[config.mk]
export PLATFORM = sky130hd
export DESIGN_NAME = div_iter_core_flat
export DESIGN_NICKNAME = d
export VERILOG_FILES = /design/src/rtl/div_iter_core_pkg.sv /design/src/rtl/div_iter_core_if.sv /design/src/rtl/div_iter_core.sv /design/src/flat_wrapper.sv
export SDC_FILE = /design/constraint.sdc
export NUM_CORES = 1
export LEC_CHECK = 0
export BUFFER_PORTS_ARGS = -buffer_cell sky130_fd_sc_hd__buf_2
export CELL_PAD_IN_SITES_DETAIL_PLACEMENT = 1
export CELL_PAD_IN_SITES_GLOBAL_PLACEMENT = 2
export CORE_MARGIN = 2
export CORE_UTILIZATION = 30
export CTS_CLUSTER_DIAMETER = 120
export DETAILED_ROUTE_END_ITERATION = 12
export PLACE_DENSITY = 0.81
export SLEW_MARGIN = 0
export SYNTH_ARGS = -nofsm -noshare
export SYNTH_HDL_FRONTEND = slang
export SYNTH_SLANG_ARGS = --single-unit
export TNS_END_PERCENT = 20
[constraint.sdc]
create_clock -name clk -period 2.8 [get_ports clk]
set_input_delay 0.56 -clock clk [delete_from_list [all_inputs] [get_ports clk]]
set_output_delay 0.56 -clock clk [all_outputs]
set_load 0.01 [all_outputs]
[src/rtl/div_iter_core_pkg.sv]
// Shared types and widths for the iterative unsigned divider core.
// Imported by the handshake interface and the divider itself.
package div_iter_core_pkg;

    localparam int XLEN  = 32;
    localparam int CNT_W = $clog2(XLEN);

    typedef enum logic [1:0] {
        DIV_IDLE = 2'd0,
        DIV_CALC = 2'd1,
        DIV_DONE = 2'd2
    } type_div_state_e;

endpackage

[src/rtl/div_iter_core_if.sv]
// Start/operand request and done/result response bundle between the divide
// stage (master) and the iterative divider core (slave).
interface div_iter_core_if;
    import div_iter_core_pkg::*;

    logic            start_i;
    logic [XLEN-1:0] opr1_i;
    logic [XLEN-1:0] opr2_i;
    logic            done_o;
    logic            busy_o;
    logic [XLEN-1:0] quo_o;
    logic [XLEN-1:0] rem_o;

    modport master (
        output start_i,
        output opr1_i,
        output opr2_i,
        input  done_o,
        input  busy_o,
        input  quo_o,
        input  rem_o
    );

    modport slave (
        input  start_i,
        input  opr1_i,
        input  opr2_i,
        output done_o,
        output busy_o,
        output quo_o,
        output rem_o
    );

endinterface

[src/rtl/div_iter_core.sv]
// Iterative unsigned radix-2 restoring divider: one quotient bit per cycle,
// single-cycle fast path for a zero divisor, registered one-cycle done pulse.
module div_iter_core
    import div_iter_core_pkg::*;
(
    input  logic           clk,
    input  logic           rst,
    div_iter_core_if.slave bus
);

    localparam logic [CNT_W-1:0] CNT_LAST = CNT_W'(XLEN - 1);
    localparam logic [CNT_W-1:0] CNT_ZERO = {CNT_W{1'b0}};
    localparam logic [CNT_W-1:0] CNT_ONE  = {{(CNT_W-1){1'b0}}, 1'b1};

    type_div_state_e state_q, state_d;
    logic [CNT_W-1:0] cnt_q, cnt_d;
    logic [XLEN-1:0]  divisor_q, divisor_d;
    logic [XLEN-1:0]  quo_q, quo_d;
    logic [XLEN:0]    rem_acc_q, rem_acc_d;
    logic             done_q, done_d;
    logic             busy_q, busy_d;
    logic [XLEN-1:0]  quo_out_q, quo_out_d;
    logic [XLEN-1:0]  rem_out_q, rem_out_d;

    logic [XLEN:0]    sh_s;
    logic [XLEN:0]    diff_s;

    // Next-state, restoring shift/subtract step and result capture
    always_comb begin
        state_d   = state_q;
        cnt_d     = cnt_q;
        divisor_d = divisor_q;
        quo_d     = quo_q;
        rem_acc_d = rem_acc_q;
        done_d    = 1'b0;
        quo_out_d = quo_out_q;
        rem_out_d = rem_out_q;

        // The partial remainder stays below the divisor, so dropping the top
        // accumulator bit in the shift loses nothing.
        sh_s   = (rem_acc_q << 1'b1) | {{XLEN{1'b0}}, quo_q[XLEN-1]};
        diff_s = sh_s - {1'b0, divisor_q};

        case (state_q)
            DIV_IDLE: begin
                if (bus.start_i) begin
                    if (bus.opr2_i != {XLEN{1'b0}}) begin
                        divisor_d = bus.opr2_i;
                        quo_d     = bus.opr1_i;
                        rem_acc_d = {(XLEN+1){1'b0}};
                        cnt_d     = CNT_LAST;
                        state_d   = DIV_CALC;
                    end else begin
                        quo_d     = {XLEN{1'b1}};
                        rem_acc_d = {1'b0, bus.opr1_i};
                        state_d   = DIV_DONE;
                    end
                end else begin
                    state_d = DIV_IDLE;
                end
            end
            DIV_CALC: begin
                if (diff_s[XLEN] == 1'b0) begin
                    rem_acc_d = diff_s;
                    quo_d     = {quo_q[XLEN-2:0], 1'b1};
                end else begin
                    rem_acc_d = sh_s;
                    quo_d     = {quo_q[XLEN-2:0], 1'b0};
                end
                if (cnt_q == CNT_ZERO) begin
                    state_d = DIV_DONE;
                end else begin
                    cnt_d = cnt_q - CNT_ONE;
                end
            end
            DIV_DONE: begin
                done_d    = 1'b1;
                quo_out_d = quo_q;
                rem_out_d = rem_acc_q[XLEN-1:0];
                state_d   = DIV_IDLE;
            end
            default: begin
                state_d = DIV_IDLE;
            end
        endcase

        busy_d = (state_d != DIV_IDLE);
    end

    // State and datapath registers with synchronous reset
    always_ff @(posedge clk) begin
        if (rst) begin
            state_q   <= DIV_IDLE;
            cnt_q     <= CNT_ZERO;
            divisor_q <= {XLEN{1'b0}};
            quo_q     <= {XLEN{1'b0}};
            rem_acc_q <= {(XLEN+1){1'b0}};
            done_q    <= 1'b0;
            busy_q    <= 1'b0;
            quo_out_q <= {XLEN{1'b0}};
            rem_out_q <= {XLEN{1'b0}};
        end else begin
            state_q   <= state_d;
            cnt_q     <= cnt_d;
            divisor_q <= divisor_d;
            quo_q     <= quo_d;
            rem_acc_q <= rem_acc_d;
            done_q    <= done_d;
            busy_q    <= busy_d;
            quo_out_q <= quo_out_d;
            rem_out_q <= rem_out_d;
        end
    end

    assign bus.done_o = done_q;
    assign bus.busy_o = busy_q;
    assign bus.quo_o  = quo_out_q;
    assign bus.rem_o  = rem_out_q;

endmodule

[src/flat_wrapper.sv]
// flat-port wrapper written by rule: the top's interface ports become plain ports
module div_iter_core_flat import div_iter_core_pkg::*;
  (clk, rst, bus_start_i, bus_opr1_i, bus_opr2_i, bus_done_o, bus_busy_o, bus_quo_o, bus_rem_o);
  div_iter_core_if bus_i ();
  input  logic clk;
  input  logic rst;
  input wire logic [$bits(bus_i.start_i)-1:0] bus_start_i;
  input wire logic [$bits(bus_i.opr1_i)-1:0] bus_opr1_i;
  input wire logic [$bits(bus_i.opr2_i)-1:0] bus_opr2_i;
  output wire logic [$bits(bus_i.done_o)-1:0] bus_done_o;
  output wire logic [$bits(bus_i.busy_o)-1:0] bus_busy_o;
  output wire logic [$bits(bus_i.quo_o)-1:0] bus_quo_o;
  output wire logic [$bits(bus_i.rem_o)-1:0] bus_rem_o;
  assign bus_i.start_i = bus_start_i;
  assign bus_i.opr1_i = bus_opr1_i;
  assign bus_i.opr2_i = bus_opr2_i;
  assign bus_done_o = bus_i.done_o;
  assign bus_busy_o = bus_i.busy_o;
  assign bus_quo_o = bus_i.quo_o;
  assign bus_rem_o = bus_i.rem_o;
  div_iter_core u_core (.clk(clk), .rst(rst), .bus(bus_i));
endmodule
; Yosys cells after proc, flatten, opt, wreduce, memory -nomap -nowiden
; Index checks and enable logic that the tools add are counted.
[totals]
register_bits = 169
inputBits = 67
out_inout_bits = 66
word_cells = 42
[op_classes]
n_addsub = 2
n_eq_ne = 5
mux = 17
bitwise_logic = 1
reduce_logical = 8
[op_table]
columns = op, count
row1 = $mux W32, 5
row2 = $pmux W32 S2, 2
row3 = $or A33 B1 Y33, 1
row4 = $sub A33 B32 Y33, 1
row5 = $reduce_bool A32 Y1, 1
row6 = $mux W5, 3
row7 = $pmux W5 S2, 1
row8 = $mux W2, 3
row9 = $logic_not A5 Y1, 1
row10 = $sub A5 B1 Y5 const B, 1
row11 = $ne A2 B2 Y1 const B, 2
row12 = $pmux W2 S2, 1
row13 = $reduce_and A4 Y1, 1
row14 = $reduce_bool A2 Y1, 2
row15 = $reduce_and A3 Y1, 1
row16 = $eq A2 B1 Y1 const B, 1
row17 = $eq A2 B2 Y1 const B, 1
row18 = $logic_not A2 Y1, 1
row19 = $mux W1, 2
row20 = $ne A2 B1 Y1 const B, 1
row21 = $reduce_and A2 Y1, 1

; Logic depth before layout (Yosys ltp)
; Gate-level depths: netlist (run 1).
[depth]
word_depth = 5
mapped_depth = 14

; Worst setup path after synthesis (run 1)
; Ideal clock, no wire load.
[synth_timing]
kind = flip-flop to flip-flop
startpoint = reg u_core.quo_q[31]
endpoint = reg u_core.rem_acc_q[10]
setup_ps = 133
t_arrival_ps = 2742
required_time_ps = 2667
path_slack_ps = -75
stages_incl_launch_ff = 15
path_cell_list = dfxtp_1 > inv_1 > ha_1 > fa_1 > nand2b_1 > a21oi_1 > o21ai_1 > a31oi_2 > a41oi_1 > xor2_1 > buf_4 > buf_6 > nor3_1 > a31oi_1 > a211oi_2
[synth_between]
elab_chain_cells = 4
[synth_rtl]
columns = item, line
row1 = "start, declared", div_iter_core.sv:18  ; logic [XLEN-1:0] quo_q, quo_d;
row2 = "start signal, assigned", div_iter_core.sv:96  ; quo_q <= {XLEN{1'b0}};
row3 = "start signal, assigned", div_iter_core.sv:106  ; quo_q <= quo_d;
row4 = $or A33 B1 Y33, div_iter_core.sv:41  ; sh_s = (rem_acc_q << 1'b1) | {{XLEN{1'b0}}, quo_q[XLEN-1]};
row5 = $sub A33 B32 Y33, div_iter_core.sv:42  ; diff_s = sh_s - {1'b0, divisor_q};
row6 = $mux W32, div_iter_core.sv:63  ; if (diff_s[XLEN] == 1'b0) begin
row7 = $pmux W32 S2, div_iter_core.sv:44  ; case (state_q)
row8 = "end signal, assigned", div_iter_core.sv:97  ; rem_acc_q <= {(XLEN+1){1'b0}};
row9 = "end signal, assigned", div_iter_core.sv:107  ; rem_acc_q <= rem_acc_d;
row10 = "end, declared", div_iter_core.sv:19  ; logic [XLEN:0] rem_acc_q, rem_acc_d;
; Every way passes these cells.
; A chain may end at the register's enable or synchronous reset.

; Worst setup path after layout (run 1)
[layout_timing]
startpoint = reg u_core.quo_q[31]
endpoint = reg u_core.rem_acc_q[29]
; Same word-level chain as after synthesis.

==> results of run 1 <==
==> worst reg2reg max path: cells and delay by family (launching register included) <==
family / cells / cell delay, ns
and+or+nand+nor: 2 / 0.31
buffers and inverters: 3 / 0.33
xor gates and xnor gates: 1 / 0.20
AOI/OAI and AO/OA: 6 / 1.08
adders and majority gates: 2 / 0.49
DFF: 1 / 0.34
==> how the worst max path moves through the flow <==
stage          slack, ns  cells after the start                                 to                        startpoint
4_1_cts            -0.02                     13       u_core.quo_q[0]$_SDFFE_PP0P_     u_core.quo_q[31]$_SDFFE_PP0P_
3_3_place_gp       -0.18                     12  u_core.rem_acc_q[24]$_SDFFE_PP0P_  u_core.divisor_q[7]$_SDFFE_PP0P_
6_report           -0.04                     14  u_core.rem_acc_q[29]$_SDFFE_PP0P_     u_core.quo_q[31]$_SDFFE_PP0P_
2_1_floorplan       0.04                     14  u_core.rem_acc_q[10]$_SDFFE_PP0P_     u_core.quo_q[31]$_SDFFE_PP0P_
3_5_place_dp       -0.22                     13       u_core.quo_q[0]$_SDFFE_PP0P_  u_core.divisor_q[8]$_SDFFE_PP0P_
5_1_grt            -0.18                     14  u_core.rem_acc_q[29]$_SDFFE_PP0P_  u_core.divisor_q[7]$_SDFFE_PP0P_
==> kinds of logic (layout without fill, tap and decap cells) <==
group           count (synthesis)  after routing  synth area share (%)
compound gates                352            352                  25.1
xor+xnor                       29             29                  2.99
fa+ha+maj                      34             34                  5.09
buf+inv                       119            316                  5.58
flops                         169            169                  39.8
mux                             5              5                 0.618
other cells                     0              1                     0
simple gates                  408            408                  20.9
==> power by group <==
part           switching, mW  total, mW  internal, mW
registers              0.189       2.80          2.61
clock network           1.17       2.45          1.28
logic                   2.55       4.64          2.09
total                   3.90       9.88          5.98
==> final cells by class <==
cell class / instances / area [µm²]
Antenna cell: 1 / 2.50
Timing Repair Buffer: 243 / 1660
Clock buffer: 17 / 425
Fill cell: 3372 / 16500
Tap cell: 378 / 473
Sequential cell: 169 / 3390
Inverter: 41 / 158
Multi-Input combinational cell: 828 / 5110
Clock inverter: 15 / 178
==> cells in the mapped netlist (all sizes together) (6+ instances only) <==
library cell / instances / share of area (%)
a211oi: 29 / 2.8
a21oi: 200 / 12
a221oi: 9 / 0.93
a31oi: 29 / 2.2
buf: 11 / 0.81
clkbuf: 67 / 3.0
dfxtp: 169 / 40
ha: 33 / 4.9
inv: 41 / 1.8
nand2: 250 / 11
nand2b: 8 / 0.59
nand3: 9 / 0.53
nand4: 6 / 0.44
nor2: 61 / 2.7
nor3: 35 / 2.5
nor4: 10 / 0.74
o211ai: 7 / 0.62
o21ai: 26 / 1.5
o221ai: 33 / 3.4
xnor2: 15 / 1.5
xor2: 14 / 1.4
==> through the flow <==
step | TNS (ns) | area, µm² | util (%) | worst slack [ns]
after global placement | -3.39 | 10300 | 36.8 | -0.176
final | -0.0629 | 11400 | 40.9 | -0.0433
after floorplan | 0 | 8530 | - | 0.0386
after global routing | -1.80 | 11400 | 40.9 | -0.176
after detailed placement | -3.47 | 10300 | 36.8 | -0.220
after CTS | -0.0236 | 11100 | 39.7 | -0.0203
==> registers in the layout (all words and copies together), names as in the netlist <==
signal	cells
u_core.bus.busy_o	1
u_core.bus.done_o	1
u_core.bus.quo_o	32
u_core.bus.rem_o	32
u_core.cnt_q	5
u_core.divisor_q	32
u_core.quo_q	32
u_core.rem_acc_q	32
u_core.state_q	2
==> per-layer routing <==
layer | wire length [µm] | part of all wire [%] | GRT usage [%]
met5 | 0 | 0 | 0
met2 | 13100 | 43 | 29.9
met3 | 1300 | 4.2 | 2.86
met4 | 301 | 0.98 | 5.26
met1 | 15900 | 52 | 30.9
==> repair_timing <==
action | in CTS | in global routing
gates cloned | 0 | 1
buffers inserted | 4 | 8
endpoints found under the setup margin | 33 | 33
pin swaps | 12 | 27
hold endpoints to repair | 0 | 0
resized for setup | 34 | 58
hold buffers | 0 | 0
==> run metrics, run 1 <==
fin. max-slew vios=0; I/O pin cnt=133; layout cell share with drive strength beyond 1=28.5%; number of core rows=61; worst clock skew=0.0158 ns; Vias=8,702; max-cap viol count=0; antenna violations before repair=1; f_max=352 MHz; crit-path cells=inv_2, ha_4, fa_2, nand2b_4, a21oi_4, o21ai_4, a31oi_4, a41oi_4, xor2_4, buf_6, buf_8, a221oi_1, o21ai_1, and2_1; clock latency on the worst-skew pair=0.44 ns; fraction of registers with async set/reset=0%; reg2reg setup slack=-0.04 ns; Syn Area/Cell=7.62 µm²; Pwr Density=867 mW/mm²; Power, Total=9.88 mW; Placed Cells=1,647; Seq/Total Area, Yosys=39.8%; Buf/Inv on CP=3; crit share post-route=102%; r2r worst-path depth=14; Final setup viols=3; number of CTS-inserted buffers=17; Peak VDD IR=0.487 mV; fin nets=1,401; port bufs=132; Startpoint Class=flop; crit path max fanout=6; fin crit period=2.84 ns; clock-pin slew on the worst setup and hold paths=0.08 ns; Die Wd=172 µm; Routed WL=30,600 µm; Slew @ Worst Pin=0.870 ns; prevailing post-synth register cell=dfxtp_1; number of global-route vias before repair=8,605; Root Driver=clkbuf_16; GRT Util Overall=20.4%; Initial Utilization=30.5%; GPL Wtd Cong=0.889; Worst Path Arrival=3.18 ns; Synth Cell Area=0.00851 mm²; critical path endpoint category=flop; Mapped Nets=1,217; RSZ-0062 raised after global routing=true; drt pass-1 iters=4; gr ovfl total=0; WHS Endpoint=u_core.divisor_q[24]$_SDFFE_PP0P_; slowest cell on the critical path=dfxtp_2; Critical R2R Capture=u_core.rem_acc_q[29]$_SDFFE_PP0P_; first-pass GRT wire length=47,300 µm; CTS tree=yes; Die Y=172 µm; crit-path max cell delay=0.34 ns; WHS Path Cells=3; H-tree Lvls=4; WL/cell=18.1 µm; Synth Register Bits=169; most common cell after layout, fill and taps aside=nand2_1; LEAKAGE=4.46 nW; Crit Path Class=reg2reg; Post-Syn Instances=1,116; detailed placement HPWL=21,600 µm; Worst R2R Start=u_core.quo_q[31]$_SDFFE_PP0P_; Hold WS=0.360 ns; synth unique cells=52; worst hold path startpoint=bus_opr2_i[24]; number of DRC markers in iteration 0=516; Max Root-Sink Buffers=2; Min-Delay Path Class=in2reg; Placeable Area=0.0279 mm²; largest net degree at the start of global routing=65; crit-path leading delay family=compound AO/OA/AOI/OAI gates; synthesis-to-finish area growth=34.0%; Sink Count=169; number of synthesized flops with an enable pin=0; most frequent cells in the layout=nand2_1, a21oi_1, dfxtp_1, buf_2, buf_4; Hold Fails Final Rpt=0; die area=0.0297 mm²; slew margin rel.=41.7%; drt via density=5.14; Post-Layout Cell Count=1,692; critical path data required time=3.14 ns; outcome=complete, but fails checks; remaining antenna violation count=0; Residual DRC=0; worst setup margin=-0.0433 ns; YS warnings=0; violated checks=negative setup slack
No activity file was read; power rests on OpenSTA's default activity.
==> inputs of run 2 (changes only) <==
--- a/config.mk
+++ b/config.mk
@@ -8,10 +8,10 @@
 export BUFFER_PORTS_ARGS = -buffer_cell sky130_fd_sc_hd__buf_2
 export CELL_PAD_IN_SITES_DETAIL_PLACEMENT = 1
 export CELL_PAD_IN_SITES_GLOBAL_PLACEMENT = 2
-export CORE_MARGIN = 2
 export CORE_UTILIZATION = 30
 export CTS_CLUSTER_DIAMETER = 120
 export DETAILED_ROUTE_END_ITERATION = 12
+export GPL_ROUTABILITY_DRIVEN = 0
 export PLACE_DENSITY = 0.81
 export SLEW_MARGIN = 0
 export SYNTH_ARGS = -nofsm -noshare
==> run 2 against run 1 <==
The run still ends with negative setup slack left. Routed wire length grew 2.0%. Critical path depth shrank 1. Utilization grew 0.26 points. First-iteration DRC count shrank 9.5%. Via count grew 1.4%. Cell count grew 0.41%. Maximum frequency shrank 2.4%. Combinational power grew 7.1%. Setup slack lost 0.071 ns. Non-clock buffer count grew 8. Clock-buffer cell count grew 1. Sequential power is essentially flat. Highest routed layer unchanged.
==> run metrics, run 2 (synthesized netlist as in run 1, its figures left out) <==
LEAKAGE=4.50 nW (was 4.46 nW); antenna violations before repair=0 (was 1); Hold Fails Final Rpt=0 (unchanged); max-cap viol count=0 (unchanged); Root Driver=clkbuf_16 (unchanged); Vias=8,822 (was 8,702); Die Y=170 µm (was 172 µm); Worst R2R Start=u_core.divisor_q[3]$_SDFFE_PP0P_ (was u_core.quo_q[31]$_SDFFE_PP0P_); crit share post-route=104% (was 102%); RSZ-0062 raised after global routing=true (unchanged); H-tree Lvls=4 (unchanged); fin. max-slew vios=0 (unchanged); number of CTS-inserted buffers=17 (unchanged); reg2reg setup slack=-0.11 ns (was -0.04 ns); detailed placement HPWL=21,400 µm (was 21,600 µm); Critical R2R Capture=u_core.rem_acc_q[22]$_SDFFE_PP0P_ (was u_core.rem_acc_q[29]$_SDFFE_PP0P_); Initial Utilization=30.5% (unchanged); DP Area=0.0103 mm² (about the same); Die Wd=170 µm (was 172 µm); Core Util, Final=41.2% (was 40.9%); worst clock skew=0.0124 ns (was 0.0158 ns); CTS tree=yes (unchanged); switching share of power=38.7% (was 39.5%); Setup crit start=u_core.divisor_q[3]$_SDFFE_PP0P_ (was u_core.quo_q[31]$_SDFFE_PP0P_); critical path endpoint category=flop (unchanged); clock latency on the worst-skew pair=0.44 ns (about the same); Crit Path Class=reg2reg (unchanged); WHS Path Cells=3 (unchanged); fin nets=1,409 (was 1,401); critical path data required time=3.14 ns (about the same); slew margin rel.=34.0% (was 41.7%); gr ovfl total=0 (unchanged); worst hold path startpoint=bus_opr2_i[6] (was bus_opr2_i[24]); Pwr Density=907 mW/mm² (was 867 mW/mm²); drt pass-1 iters=5 (was 4); layout cell share with drive strength beyond 1=28.3% (was 28.5%); dpl ws=-0.223 ns (was -0.220 ns); Max Root-Sink Buffers=2 (unchanged); final instance area=0.0115 mm² (was 0.0114 mm²); Routed WL=31,200 µm (was 30,600 µm); Sink Count=169 (unchanged); Residual DRC=0 (unchanged); GRT Util Overall=21.2% (was 20.4%); f_max=343 MHz (was 352 MHz); Int Power=6.37 mW (was 5.98 mW); most common cell after layout, fill and taps aside=nand2_1 (unchanged); Seq pwr share=27.0% (was 28.3%); fillers=3,377 (was 3,372); Worst Path Arrival=3.25 ns (was 3.18 ns); port bufs=132 (unchanged); die area=0.0290 mm² (was 0.0297 mm²); WL/cell=18.4 µm (was 18.1 µm); drt via density=5.19 (was 5.14); Placeable Area=0.0279 mm² (unchanged); storage element area=0.00339 mm² (about the same); number of core rows=61 (unchanged); Hold WS=0.373 ns (was 0.360 ns); synthesis-to-finish area growth=34.8% (was 34.0%); crit path max fanout=3 (was 6); number of DRC markers in iteration 0=467 (was 516); Setup TNS Final=-0.360 ns (was -0.0629 ns); largest net degree at the start of global routing=65 (unchanged); Startpoint Class=flop (unchanged); fin crit period=2.91 ns (was 2.84 ns); worst setup margin=-0.114 ns (was -0.0433 ns); Peak VDD IR=0.390 mV (was 0.487 mV); Slew @ Worst Pin=0.985 ns (was 0.870 ns); Final setup viols=10 (was 3); most frequent cells in the layout=nand2_1, a21oi_1, dfxtp_1, buf_2, buf_4 (unchanged); Antenna diodes=0 (was 1); Min-Delay Path Class=in2reg (unchanged); NetSw=4.03 mW (was 3.90 mW); remaining antenna violation count=0 (unchanged); outcome=complete, but fails checks (unchanged); Clk network pwr share=25.3% (was 24.8%); hold buffer count at CTS=0 (unchanged); r2r worst-path depth=13 (was 14); first-pass GRT wire length=48,100 µm (was 47,300 µm); I/O pin cnt=133 (unchanged); clock-pin slew on the worst setup and hold paths=0.08 ns (about the same); combinational power share=47.8% (was 46.9%); violated checks=negative setup slack (unchanged); number of global-route vias before repair=8,674 (was 8,605); WHS Endpoint=u_core.divisor_q[6]$_SDFFE_PP0P_ (was u_core.divisor_q[24]$_SDFFE_PP0P_); area of the multi-input gates=0.00509 mm² (was 0.00511 mm²)
## run 2: cell types whose count changed in the layout (fill, tap and decap cells not counted), sizes merged
cell      delta
buf          +7
diode        -1
bufinv       +2
clkinv       -1
clkinvlp     -1
clkbuf       +2
inv          -1
## run 2: power groups by stage
stage / Combinational (mW) / Sequential (mW) / Clock (mW)
final: 4.97 / 2.80 / 2.63
after global routing: 5.33 / 2.82 / 2.76
after CTS: 4.20 / 2.79 / 2.66
after detailed placement: 3.80 / 2.83 / 0
after global placement: 3.71 / 2.83 / 0
after floorplan: 2.49 / 2.79 / 0
## run 2: metrics by stage
stage	cells	power [mW]
floorplan	1116	5.29
global placement	1655	6.54
detailed placement	1655	6.63
CTS	1690	9.65
global route	1699	10.9
finish	1699	10.4
## run 2: area by class of cell
cell class | instances | area share [%]
clock buffer | 18 | 3.74
clock inverter | 14 | 1.81
inverter | 41 | 1.38
multi-input combinational | 828 | 44.4
sequential | 169 | 29.6
tap | 378 | 4.13
timing repair buffer | 251 | 15.0
## run 2: worst max-delay path by stage
| stage | slack [ns] | to |
|---|---|---|
| floorplan | 0.04 | u_core.rem_acc_q[10]$_SDFFE_PP0P_ |
| global placement | -0.12 | u_core.rem_acc_q[24]$_SDFFE_PP0P_ |
| detailed placement | -0.22 | u_core.rem_acc_q[22]$_SDFFE_PP0P_ |
| CTS | -0.03 | u_core.rem_acc_q[23]$_SDFFE_PP0P_ |
| global route | -0.22 | u_core.rem_acc_q[26]$_SDFFE_PP0P_ |
| finish | -0.11 | u_core.rem_acc_q[22]$_SDFFE_PP0P_ |
## run 2: layer usage
layer,global-route usage (%),vias to the layer above,part of all wire [%]
met3,2.79,27,4.5
met4,4.62,0,1.0
met5,0,-,0
met1,31.4,4237,51
li1,-,4317,-
met2,32.2,241,43
## run 2: critical path, cell delays in order (launching register included)
cell and delay (ns):
dfxtp_1 0.32, inv_1 0.18, ha_4 0.25, o211ai_1 0.28
a21oi_4 0.06, o21ai_2 0.21, buf_4 0.14, buf_4 0.10
nand3_1 0.15, a311oi_2 0.33, o21ai_1 0.20, xnor2_1 0.18
o21ai_1 0.17, nor4b_1 0.26
## run 2: what timing repair did
item / 4_1_cts / 5_1_grt
resized for setup: 40 / 50
buffers inserted: 3 / 9
setup endpoints to repair: 33 / 33
cloned: 0 / 2
pin swaps: 14 / 14
